==> src/rtl/systolic_pkg.sv <==
`default_nettype none
// ============================================================================
// Module      : systolic_pkg
// Description : Shared sizing helpers and drain FSM encoding for the systolic
//               array and its writeback stage.
// Revision    : 1.0 - initial release
// ============================================================================
package systolic_pkg;

    // Accumulator width: full product, growth for K-deep summation, one guard bit.
    function automatic int outcome_width(input int dw, input int k);
        return 2 * dw + ((k == 1) ? 0 : $clog2(k)) + 1;
    endfunction

    // Result elements that fit in one output SRAM word (IPW).
    function automatic int items_per_word(input int sram_dw, input int dw);
        return sram_dw / dw;
    endfunction

    // Output words needed to hold one full result row (ROW_WORDS).
    function automatic int row_words(input int array_size, input int ipw);
        return (array_size + ipw - 1) / ipw;
    endfunction

    // Drain sequencer states.
    typedef enum logic [1:0] {
        S_IDLE    = 2'd0,
        S_CAPTURE = 2'd1,
        S_WRITE   = 2'd2,
        S_DONE    = 2'd3
    } wb_state_t;

endpackage
`default_nettype wire

==> src/rtl/systolic_writeback_if.sv <==
`default_nettype none
// ============================================================================
// Module      : systolic_writeback_if
// Description : Valid/ready write port between the writeback stage and the
//               output SRAM.
// Revision    : 1.0 - initial release
// ============================================================================
interface systolic_writeback_if #(
    parameter int ADDR_WIDTH      = 10,
    parameter int SRAM_DATA_WIDTH = 32
);
    logic                       sram_wen;
    logic                       sram_wready;
    logic [ADDR_WIDTH-1:0]      sram_waddr;
    logic [SRAM_DATA_WIDTH-1:0] sram_wdata;

    modport master (
        output sram_wen,
        output sram_waddr,
        output sram_wdata,
        input  sram_wready
    );

    modport slave (
        input  sram_wen,
        input  sram_waddr,
        input  sram_wdata,
        output sram_wready
    );
endinterface
`default_nettype wire

==> src/rtl/systolic_writeback_requant_sat.sv <==
`default_nettype none
// ============================================================================
// Module      : requant_sat
// Description : Rounding arithmetic right shift of one accumulator followed by
//               saturation to a signed DATA_WIDTH result. Purely combinational.
// Revision    : 1.0 - initial release
// ============================================================================
module requant_sat #(
    parameter int DATA_WIDTH    = 8,
    parameter int OUTCOME_WIDTH = 20
) (
    input  wire logic signed [OUTCOME_WIDTH-1:0] acc,
    input  wire logic        [4:0]               shift_amt,
    output logic      signed [DATA_WIDTH-1:0]    q
);
    // One extra bit so adding the rounding constant can never wrap.
    localparam int                      c_EW   = OUTCOME_WIDTH + 1;
    localparam logic [5:0]              c_OW_S = 6'(OUTCOME_WIDTH);
    localparam logic signed [c_EW-1:0]  c_MAX  = c_EW'((2 ** (DATA_WIDTH - 1)) - 1);
    localparam logic signed [c_EW-1:0]  c_MIN  = c_EW'(-(2 ** (DATA_WIDTH - 1)));

    logic signed [c_EW-1:0] w_ext;
    logic signed [c_EW-1:0] w_rnd;
    logic signed [c_EW-1:0] w_sum;
    logic signed [c_EW-1:0] w_shr;

    // Round half up, shift, then clamp; oversized shifts collapse to the sign.
    always_comb begin
        w_ext = {acc[OUTCOME_WIDTH-1], acc};
        w_rnd = '0;
        if (shift_amt != 5'd0) begin
            w_rnd = c_EW'(1) << (shift_amt - 5'd1);
        end
        w_sum = w_ext + w_rnd;
        w_shr = w_sum >>> shift_amt;
        if ({1'b0, shift_amt} >= c_OW_S) begin
            q = acc[OUTCOME_WIDTH-1] ? '1 : '0;
        end else if (w_shr > c_MAX) begin
            q = c_MAX[DATA_WIDTH-1:0];
        end else if (w_shr < c_MIN) begin
            q = c_MIN[DATA_WIDTH-1:0];
        end else begin
            q = w_shr[DATA_WIDTH-1:0];
        end
    end
endmodule
`default_nettype wire

==> src/rtl/systolic_writeback.sv <==
`default_nettype none
// ============================================================================
// Module      : systolic_writeback
// Description : Drains the systolic array row by row, requantizes each column
//               to DATA_WIDTH, packs MSB-first into SRAM words and writes them
//               through a valid/ready port.
// Revision    : 1.0 - initial release
// ============================================================================
module systolic_writeback
    import systolic_pkg::*;
#(
    parameter  int ARRAY_SIZE      = 8,
    parameter  int DATA_WIDTH      = 8,
    parameter  int K_ACCUM_DEPTH   = 8,
    parameter  int SRAM_DATA_WIDTH = 32,
    parameter  int ADDR_WIDTH      = 10,
    localparam int OUTCOME_WIDTH   = outcome_width(DATA_WIDTH, K_ACCUM_DEPTH)
) (
    input  wire logic                                clk,
    input  wire logic                                srst,
    input  wire logic                                start,
    input  wire logic [ADDR_WIDTH-1:0]               base_addr,
    input  wire logic [4:0]                          shift_amt,
    input  wire logic [ARRAY_SIZE*OUTCOME_WIDTH-1:0] mul_outcome,
    output logic      [5:0]                          matrix_index,
    output logic                                     busy,
    output logic                                     done,
    systolic_writeback_if.master                     sram
);
    localparam int         c_IPW       = items_per_word(SRAM_DATA_WIDTH, DATA_WIDTH);
    localparam int         c_ROW_WORDS = row_words(ARRAY_SIZE, c_IPW);
    localparam int         c_WORD_W    = (c_ROW_WORDS > 1) ? $clog2(c_ROW_WORDS) : 1;
    localparam logic [5:0] c_LAST_ROW  = 6'(ARRAY_SIZE - 1);

    wb_state_t                  r_state;
    wb_state_t                  w_next;
    logic [5:0]                 r_row;
    logic [c_WORD_W-1:0]        r_word;
    logic [ADDR_WIDTH-1:0]      r_base;
    logic [4:0]                 r_shift;
    logic [SRAM_DATA_WIDTH-1:0] r_buf  [c_ROW_WORDS];
    logic [SRAM_DATA_WIDTH-1:0] w_pack [c_ROW_WORDS];
    logic signed [DATA_WIDTH-1:0] w_q  [ARRAY_SIZE];
    logic                       w_last_word;
    logic                       w_last_row;
    logic [ADDR_WIDTH-1:0]      w_off;

    assign w_last_word = (r_word == c_WORD_W'(c_ROW_WORDS - 1));
    assign w_last_row  = (r_row == c_LAST_ROW);
    assign w_off       = ADDR_WIDTH'(int'(r_row) * c_ROW_WORDS + int'(r_word));

    // The row counter doubles as the array row select; it only moves at row
    // boundaries, so it naturally holds its last value outside CAPTURE.
    assign matrix_index = r_row;

    for (genvar j = 0; j < ARRAY_SIZE; j++) begin : g_col
        requant_sat #(
            .DATA_WIDTH    (DATA_WIDTH),
            .OUTCOME_WIDTH (OUTCOME_WIDTH)
        ) u_requant (
            .acc       (mul_outcome[j*OUTCOME_WIDTH +: OUTCOME_WIDTH]),
            .shift_amt (r_shift),
            .q         (w_q[j])
        );
    end

    // Pack requantized columns MSB-first; unused tail lanes stay zero.
    always_comb begin
        for (int w = 0; w < c_ROW_WORDS; w++) begin
            w_pack[w] = '0;
        end
        for (int j = 0; j < ARRAY_SIZE; j++) begin
            w_pack[j / c_IPW][SRAM_DATA_WIDTH - 1 - DATA_WIDTH * (j % c_IPW) -: DATA_WIDTH] = w_q[j];
        end
    end

    // State register.
    always_ff @(posedge clk) begin
        if (srst) begin
            r_state <= S_IDLE;
        end else begin
            r_state <= w_next;
        end
    end

    // Next-state: advance rows after the last word of each row is accepted.
    always_comb begin
        w_next = r_state;
        case (r_state)
            S_IDLE:    if (start) w_next = S_CAPTURE;
            S_CAPTURE: w_next = S_WRITE;
            S_WRITE: begin
                if (sram.sram_wready && w_last_word) begin
                    w_next = w_last_row ? S_DONE : S_CAPTURE;
                end
            end
            S_DONE:    w_next = S_IDLE;
            default:   w_next = S_IDLE;
        endcase
    end

    // Job parameters, row/word counters and the captured row buffer.
    always_ff @(posedge clk) begin
        if (srst) begin
            r_row   <= '0;
            r_word  <= '0;
            r_base  <= '0;
            r_shift <= '0;
            for (int w = 0; w < c_ROW_WORDS; w++) begin
                r_buf[w] <= '0;
            end
        end else begin
            case (r_state)
                S_IDLE: begin
                    if (start) begin
                        r_base  <= base_addr;
                        r_shift <= shift_amt;
                        r_row   <= '0;
                        r_word  <= '0;
                    end
                end
                S_CAPTURE: begin
                    for (int w = 0; w < c_ROW_WORDS; w++) begin
                        r_buf[w] <= w_pack[w];
                    end
                end
                S_WRITE: begin
                    if (sram.sram_wready) begin
                        if (w_last_word) begin
                            r_word <= '0;
                            if (!w_last_row) begin
                                r_row <= r_row + 6'd1;
                            end
                        end else begin
                            r_word <= r_word + c_WORD_W'(1);
                        end
                    end
                end
                default: ;
            endcase
        end
    end

    // Outputs decoded from state; address and data are stable through stalls.
    always_comb begin
        sram.sram_wen   = 1'b0;
        sram.sram_waddr = '0;
        sram.sram_wdata = '0;
        busy            = (r_state != S_IDLE);
        done            = (r_state == S_DONE);
        if (r_state == S_WRITE) begin
            sram.sram_wen   = 1'b1;
            sram.sram_waddr = r_base + w_off;
            sram.sram_wdata = r_buf[r_word];
        end
    end
endmodule
`default_nettype wire

==> src/flat_wrapper.sv <==
// flat-port wrapper written by rule: the top's interface ports become plain ports
module systolic_writeback_flat import systolic_pkg::*;
#(
    parameter  int ARRAY_SIZE      = 8,
    parameter  int DATA_WIDTH      = 8,
    parameter  int K_ACCUM_DEPTH   = 8,
    parameter  int SRAM_DATA_WIDTH = 32,
    parameter  int ADDR_WIDTH      = 10,
    localparam int OUTCOME_WIDTH   = outcome_width(DATA_WIDTH, K_ACCUM_DEPTH)
)
  (clk, srst, start, base_addr, shift_amt, mul_outcome, matrix_index, busy, done, sram_sram_wen, sram_sram_waddr, sram_sram_wdata, sram_sram_wready);
  systolic_writeback_if #(.ADDR_WIDTH(ADDR_WIDTH), .SRAM_DATA_WIDTH(SRAM_DATA_WIDTH)) sram_i ();
  input  wire logic clk;
  input  wire logic srst;
  input  wire logic start;
  input  wire logic [ADDR_WIDTH-1:0] base_addr;
  input  wire logic [4:0] shift_amt;
  input  wire logic [ARRAY_SIZE*OUTCOME_WIDTH-1:0] mul_outcome;
  output logic      [5:0] matrix_index;
  output logic busy;
  output logic done;
  output wire logic [$bits(sram_i.sram_wen)-1:0] sram_sram_wen;
  output wire logic [$bits(sram_i.sram_waddr)-1:0] sram_sram_waddr;
  output wire logic [$bits(sram_i.sram_wdata)-1:0] sram_sram_wdata;
  input wire logic [$bits(sram_i.sram_wready)-1:0] sram_sram_wready;
  assign sram_sram_wen = sram_i.sram_wen;
  assign sram_sram_waddr = sram_i.sram_waddr;
  assign sram_sram_wdata = sram_i.sram_wdata;
  assign sram_i.sram_wready = sram_sram_wready;
  systolic_writeback #(.ARRAY_SIZE(ARRAY_SIZE), .DATA_WIDTH(DATA_WIDTH), .K_ACCUM_DEPTH(K_ACCUM_DEPTH), .SRAM_DATA_WIDTH(SRAM_DATA_WIDTH), .ADDR_WIDTH(ADDR_WIDTH)) u_core (.clk(clk), .srst(srst), .start(start), .base_addr(base_addr), .shift_amt(shift_amt), .mul_outcome(mul_outcome), .matrix_index(matrix_index), .busy(busy), .done(done), .sram(sram_i));
endmodule
==> config.mk <==
export PLATFORM = sky130hd
export DESIGN_NAME = systolic_writeback_flat
export DESIGN_NICKNAME = d
export VERILOG_FILES = /design/src/rtl/systolic_pkg.sv /design/src/rtl/systolic_writeback_if.sv /design/src/rtl/systolic_writeback_requant_sat.sv /design/src/rtl/systolic_writeback.sv /design/src/flat_wrapper.sv
export SDC_FILE = /design/constraint.sdc
export NUM_CORES = 1
export LEC_CHECK = 0
export ABC_AREA = 1
export ABC_CLOCK_PERIOD_IN_PS = 4600
export CAP_MARGIN = 15
export CORE_MARGIN = 10
export CORE_UTILIZATION = 30
export CTS_CLUSTER_DIAMETER = 80
export CTS_CLUSTER_SIZE = 25
export DETAILED_ROUTE_END_ITERATION = 8
export PLACE_DENSITY_LB_ADDON = 0.2
export SLEW_MARGIN = 20
export SYNTH_ARGS = -nofsm -noshare
export SYNTH_HDL_FRONTEND = slang
export SYNTH_SLANG_ARGS = --single-unit
==> constraint.sdc <==
create_clock -name clk -period 4.6 [get_ports clk]
set_input_delay 1.15 -clock clk [delete_from_list [all_inputs] [get_ports clk]]
set_output_delay 1.15 -clock clk [all_outputs]
set_load 0.01 [all_outputs]
After elaboration in Yosys (flattened, before gate mapping)

Memory sizes are Yosys's and may differ from the RTL's. A register that Yosys moved wholly into a read port is not among the register bits.
Index checks and enable logic that the tools add are counted.
Widths: inputs -> output; s select.

Flip-flop bits (word level): 24
RAM bits: 64
Input port bits: 179
Logic and storage cells: 123
Memories: 1

Add/subtract/negate cells: 13
Order comparisons: 17
Equal/unequal tests: 9
Shift-type cells: 9
Mux-type cells: 58
Bitwise operators: 2
Reduce and logical (&&, ||, !) cells: 9

Memory list:

| name         | words | width | read ports | clocked after Yosys merged registers in | wr ports | RTL line                 | text |
|---|---|---|---|---|---|---|---|
| u_core.r_buf | 2     | 32    | 1          | 1                                       | 2        | systolic_writeback.sv:41 | `logic [SRAM_DATA_WIDTH-1:0] r_buf [c_ROW_WORDS];` |

Operators with widths:

| cell                 | count |
|---|---|
| $mux 8               | 32 |
| $add 20x21->21       | 8 |
| $gt 21x8->1 const B  | 8 |
| $lt 21x8->1 const B  | 8 |
| $sshr 21x5->21       | 8 |
| $mux 32              | 3 |
| $mux 6               | 4 |
| $mux 21              | 1 |
| $shl 1x5->21 const A | 1 |
| $pmux 6 s2           | 1 |
| $mux 1               | 11 |
| $add 10x10->10       | 1 |
| $mux 10              | 1 |
| $add 7x1->8          | 1 |
| $pmux 2 s4           | 1 |
| $add 6x1->6 const B  | 1 |
| $eq 6x3->1 const B   | 1 |
| $mux 2               | 3 |
| $ne 2x2->1 const B   | 3 |
| $ge 5x5->1 const B   | 1 |
| $reduce_and 5->1     | 1 |
| $reduce_bool 5->1    | 1 |
| $sub 5x1->5 const B  | 1 |
| $eq 2x2->1 const B   | 2 |
| other kinds (10)     | 14 |

Depth between registers and ports, before layout

Depth after elaboration: 10
Depth in mapped cells: 37
Gate-level depth less buffers: 36

Modules after synthesis

Synthesis repeated with hierarchy kept, for this count alone.

Cell total of the unflattened synthesis: 5454
Area total of the unflattened synthesis: 28300.9 um2

Modules (own cells, without submodules):

| module                                       | instances | cells an instance | area each (um2) |
|---|---|---|---|
| requant_sat at u_core.g_col[0].u_requant ... | 6         | 614               | 2991.6 |
| systolic_writeback                           | 1         | 541               | 4395.5 |
| requant_sat at u_core.g_col[7].u_requant     | 1         | 608               | 3005.4 |
| requant_sat at u_core.g_col[2].u_requant     | 1         | 621               | 2950.3 |

Worst setup path after synthesis

Ideal clock, no wire load.

Kind: reg2reg
Start: register u_core.r_shift[2]
End: memory u_core.r_buf[1][24], data pin
Library setup time: 0.273 ns
Arrival time: 4.508 ns
Data required time: 4.327 ns
Path slack: -0.181 ns
Stages on the path, launching flop included: 28
Buffers on the path: 4
Clock period less this slack: 4.781 ns
Cells stage by stage: dfxtp_1 > buf_6 > inv_2 > buf_4 > clkbuf_1 > buf_2 > nand2_1 > nand2_1 > a21oi_1 > nor3b_1 > ha_1 > nand2_1 > inv_1 > a21boi_0 > nor2_1 > a211oi_1 > nand3_1 > nand2_4 > nand2_1 > nand3_1 > nand3_1 > nand3_1 > nand2_1 > nand3b_1 > nor2_1 > nand2_1 > a21oi_4 > a21oi_1

RTL lines:

| element                  | RTL line                  | text |
|---|---|---|
| start: declaration       | systolic_writeback.sv:40  | `logic [4:0] r_shift;` |
| start signal: assignment | systolic_writeback.sv:117 | `r_shift <= shift_amt;` |
| end: declaration         | systolic_writeback.sv:41  |  |

==> impl_metrics.ini <==
[synth]
ys_ff_latch = 89
synth_cell_types = 65
yosysWarnings = 0
syn_nets = 5017
yosysSeqAreaShare = 0.0982
yosys.area.top_type = nand2_1
netlist_area_sq_um = 24700
yosys.area.top_type_share = 0.240
synth_area_leaders = nand2_1 24%, nand3_1 18%, edfxtp_1 7.8%, inv_1 7.0%, ha_1 6.1%
synth_edf_count = 64
synth_flop_cell = edfxtp_1
syn_avg_cell_area_sq_um = 5.23
synth_cells = 4717
async_flop_share = 0

[route]
drt_iter0_drc = 2905
drt-wirelength-per-cell_um = 19.6
drc_errors = 0
drtAntennaViolNets = 0
routed_wirelength_um = 127000
vias = 34200
firstDrtPassIters = 5
vias_per_cell = 5.28

[run_status]
status = finished, final reports clean

[layout]
num-fill-cells = 9131
diodes = 0
layout_commonest_cell = nand2_1
fin_nets = 5706
final_cell_area_sq_um = 33900
layout.cells.non_filler = 6481
drive_above_1_share = 0.189
area_growth_syn_to_layout_pct = 37.4
layout.cells.most_common_list = 1554 x nand2_1, 824 x nand3_1, 588 x buf_4

[setup_path]
path_buf_inv = 2
critPathSlowestCell = clkdlybuf4s50_1
arrival_ns = 4.54
critPathRequiredTime_ns = 4.77
cp_max_fo = 7
slowest_delay_ns = 0.57
worstSetupPathType = in -> reg
crit_chain = clkdlybuf4s50_1, nand4_1, buf_4, nand2_1, nor3_1, nand4_1, nand3_1, nand2_1, nand3_1, nand3_1, nand3_1, nand2_1, o21ai_1, nand2_1, nor2_1, nand3_1, nand2_2, nand2_1, nand2_1, nand2_1, a21oi_2
critical-path-top-delay-family = simple AND/OR/NAND/NOR gates
critPathCaptureType = register
path_common_cell = nand2_1
worst_setup_path_start_kind = primary input

[timing]
hold_violations = 0
worst_slew_pin_slew_ns = 1.17
setup_viol = 0
maxSlewViolCount = 0
maxSlewHeadroom = 0.217
min_period_over_period = 0.951
max_freq_mhz = 229
rsz0062_at_grt = yes
fin_crit_ns = 4.37
layout_setup_ws_ns = 0.225
skew_ns = 0.0232

[cts]
cts_tree = yes
clk_pin_slew_worst_paths_ns = 0.08
clock_sinks = 89
clockRootBuffer = clkbuf_16
clk-insertion-delay-late_ns = 0.37
cts_inserted_buffers = 9
cts_buffer_depth = 2
postCtsHoldBufs = 0
htree_levels = 3

[die]
chipWidth_um = 307
boundaryPins = 230
fp.dieH_um = 307
num_rows = 105
initial_utilization = 0.301
fp.dieArea_sq_um = 94100
core_area_sq_um = 81800

[placement]
dp_cells = 6439
io_buffers = 229
place_ws_ns = -0.199
place_area_sq_um = 32300
dp_hpwl_um = 103000
gp_congestion = 0.986

[flow_run]
maxCapViolCount = 0

[power_and_ir_drop]
ir_drop_mv = 0.193
finalPower_w = 0.00642
power_density_nw_per_um2 = 189
p_leak_nw = 17.6

[global_routing]
antenna_found_initial = 3
grt_max_degree = 168
grtUsageTotal = 0.259
grt.overflow.total = 0
grt_pass1_vias = 32300
grt_pass1_wl_um = 191000

[min_path]
min-delay-path-class = reg -> reg
[final cells by class]
class,count,area (sq um),share of cell area
flip-flops and latches,89,2440,0.0719
well taps,1070,1340,0.0395
repair buffers,850,7330,0.216
multi-input cells,3970,20600,0.608
inverters,486,1840,0.0544
clock inverters,7,100,0.00295
clock buffers,9,225,0.00665
[flip-flops by register name, indices dropped and copies added (netlist names), named ones only]
register             count
u_core.r_state           2
u_core.r_buf            64
u_core.r_base           10
u_core.matrix_index      6
u_core.r_shift           5
u_core.r_word            1
[stage by stage]
step | TNS (ns) | utilization | hold slack, ns
floorplan | 0 | - | 0.460
global placement | -2.24 | 0.394 | 0.487
detailed placement | -1.91 | 0.394 | 0.493
CTS | 0 | 0.399 | 0.507
global route | -0.282 | 0.414 | 0.538
finish | 0 | 0.414 | 0.503
[path summary, 6_finish.rpt]
path	slack, ns	cells after the start	end	from
worst max-delay path	0.23	21	u_core.r_buf[0][13]	mul_outcome[44]
worst min register to register	0.50	2	u_core.r_base[8]	u_core.r_base[8]
worst max register to register	0.27	25	u_core.r_buf[0][18]	u_core.r_shift[2]
worst min-delay path	0.50	2	u_core.r_base[8]	u_core.r_base[8]
[cells by family after synthesis]
family	count (synthesis)	synth area share
buf+inv	658	0.107
fa+ha+maj	121	0.0617
mux	2	0.000812
flops	89	0.0982
compound gates	645	0.146
xor+xnor	65	0.0231
simple gates	3137	0.563
[cell usage after synthesis (all sizes together), types with 9 or more instances]
master   instances
nor2           400
a221oi           9
xor2            51
xnor2           14
buf             98
nand3          912
dfxtp           25
edfxtp          64
nand3b           9
o211ai           9
a31oi           10
o221ai          10
a21oi          287
nand2         1647
o22ai            9
nor3b           11
nor3            44
o21ai          242
clkbuf          74
o2111ai          9
nand4           91
ha             120
o21bai          14
inv            482
[power by group]
part           leakage (nW)  internal, W  switching, W
clock                 0.158     0.000439      0.000379
combinational          16.6      0.00178       0.00284
sequential            0.884     0.000938     0.0000450
[routing by layer]
metal | wire (um) | up-vias | track usage
met4 | 6160 | 0 | 0.116
met3 | 8720 | 196 | 0.0383
met1 | 55000 | 15700 | 0.330
met2 | 57300 | 1217 | 0.426
li1 | - | 17100 | -
met5 | 0 | - | 0
[worst reg2reg max path: cells and delay by family (launching register included)]
family | cells | cell delay [ns]
adders and majority gates | 1 | 0.27
DFF | 1 | 0.41
AOI/OAI and AO/OA | 2 | 0.36
and+or+nand+nor | 17 | 2.32
buffers and inverters | 5 | 0.67
[timing repair]
item | 4_1_cts | 5_1_grt
resized for setup | 2 | 255
setup buffers | 2 | 24
pin swaps | 1 | 57
endpoints found under the setup margin | 13 | 56
No activity file was read; power rests on OpenSTA's default activity.
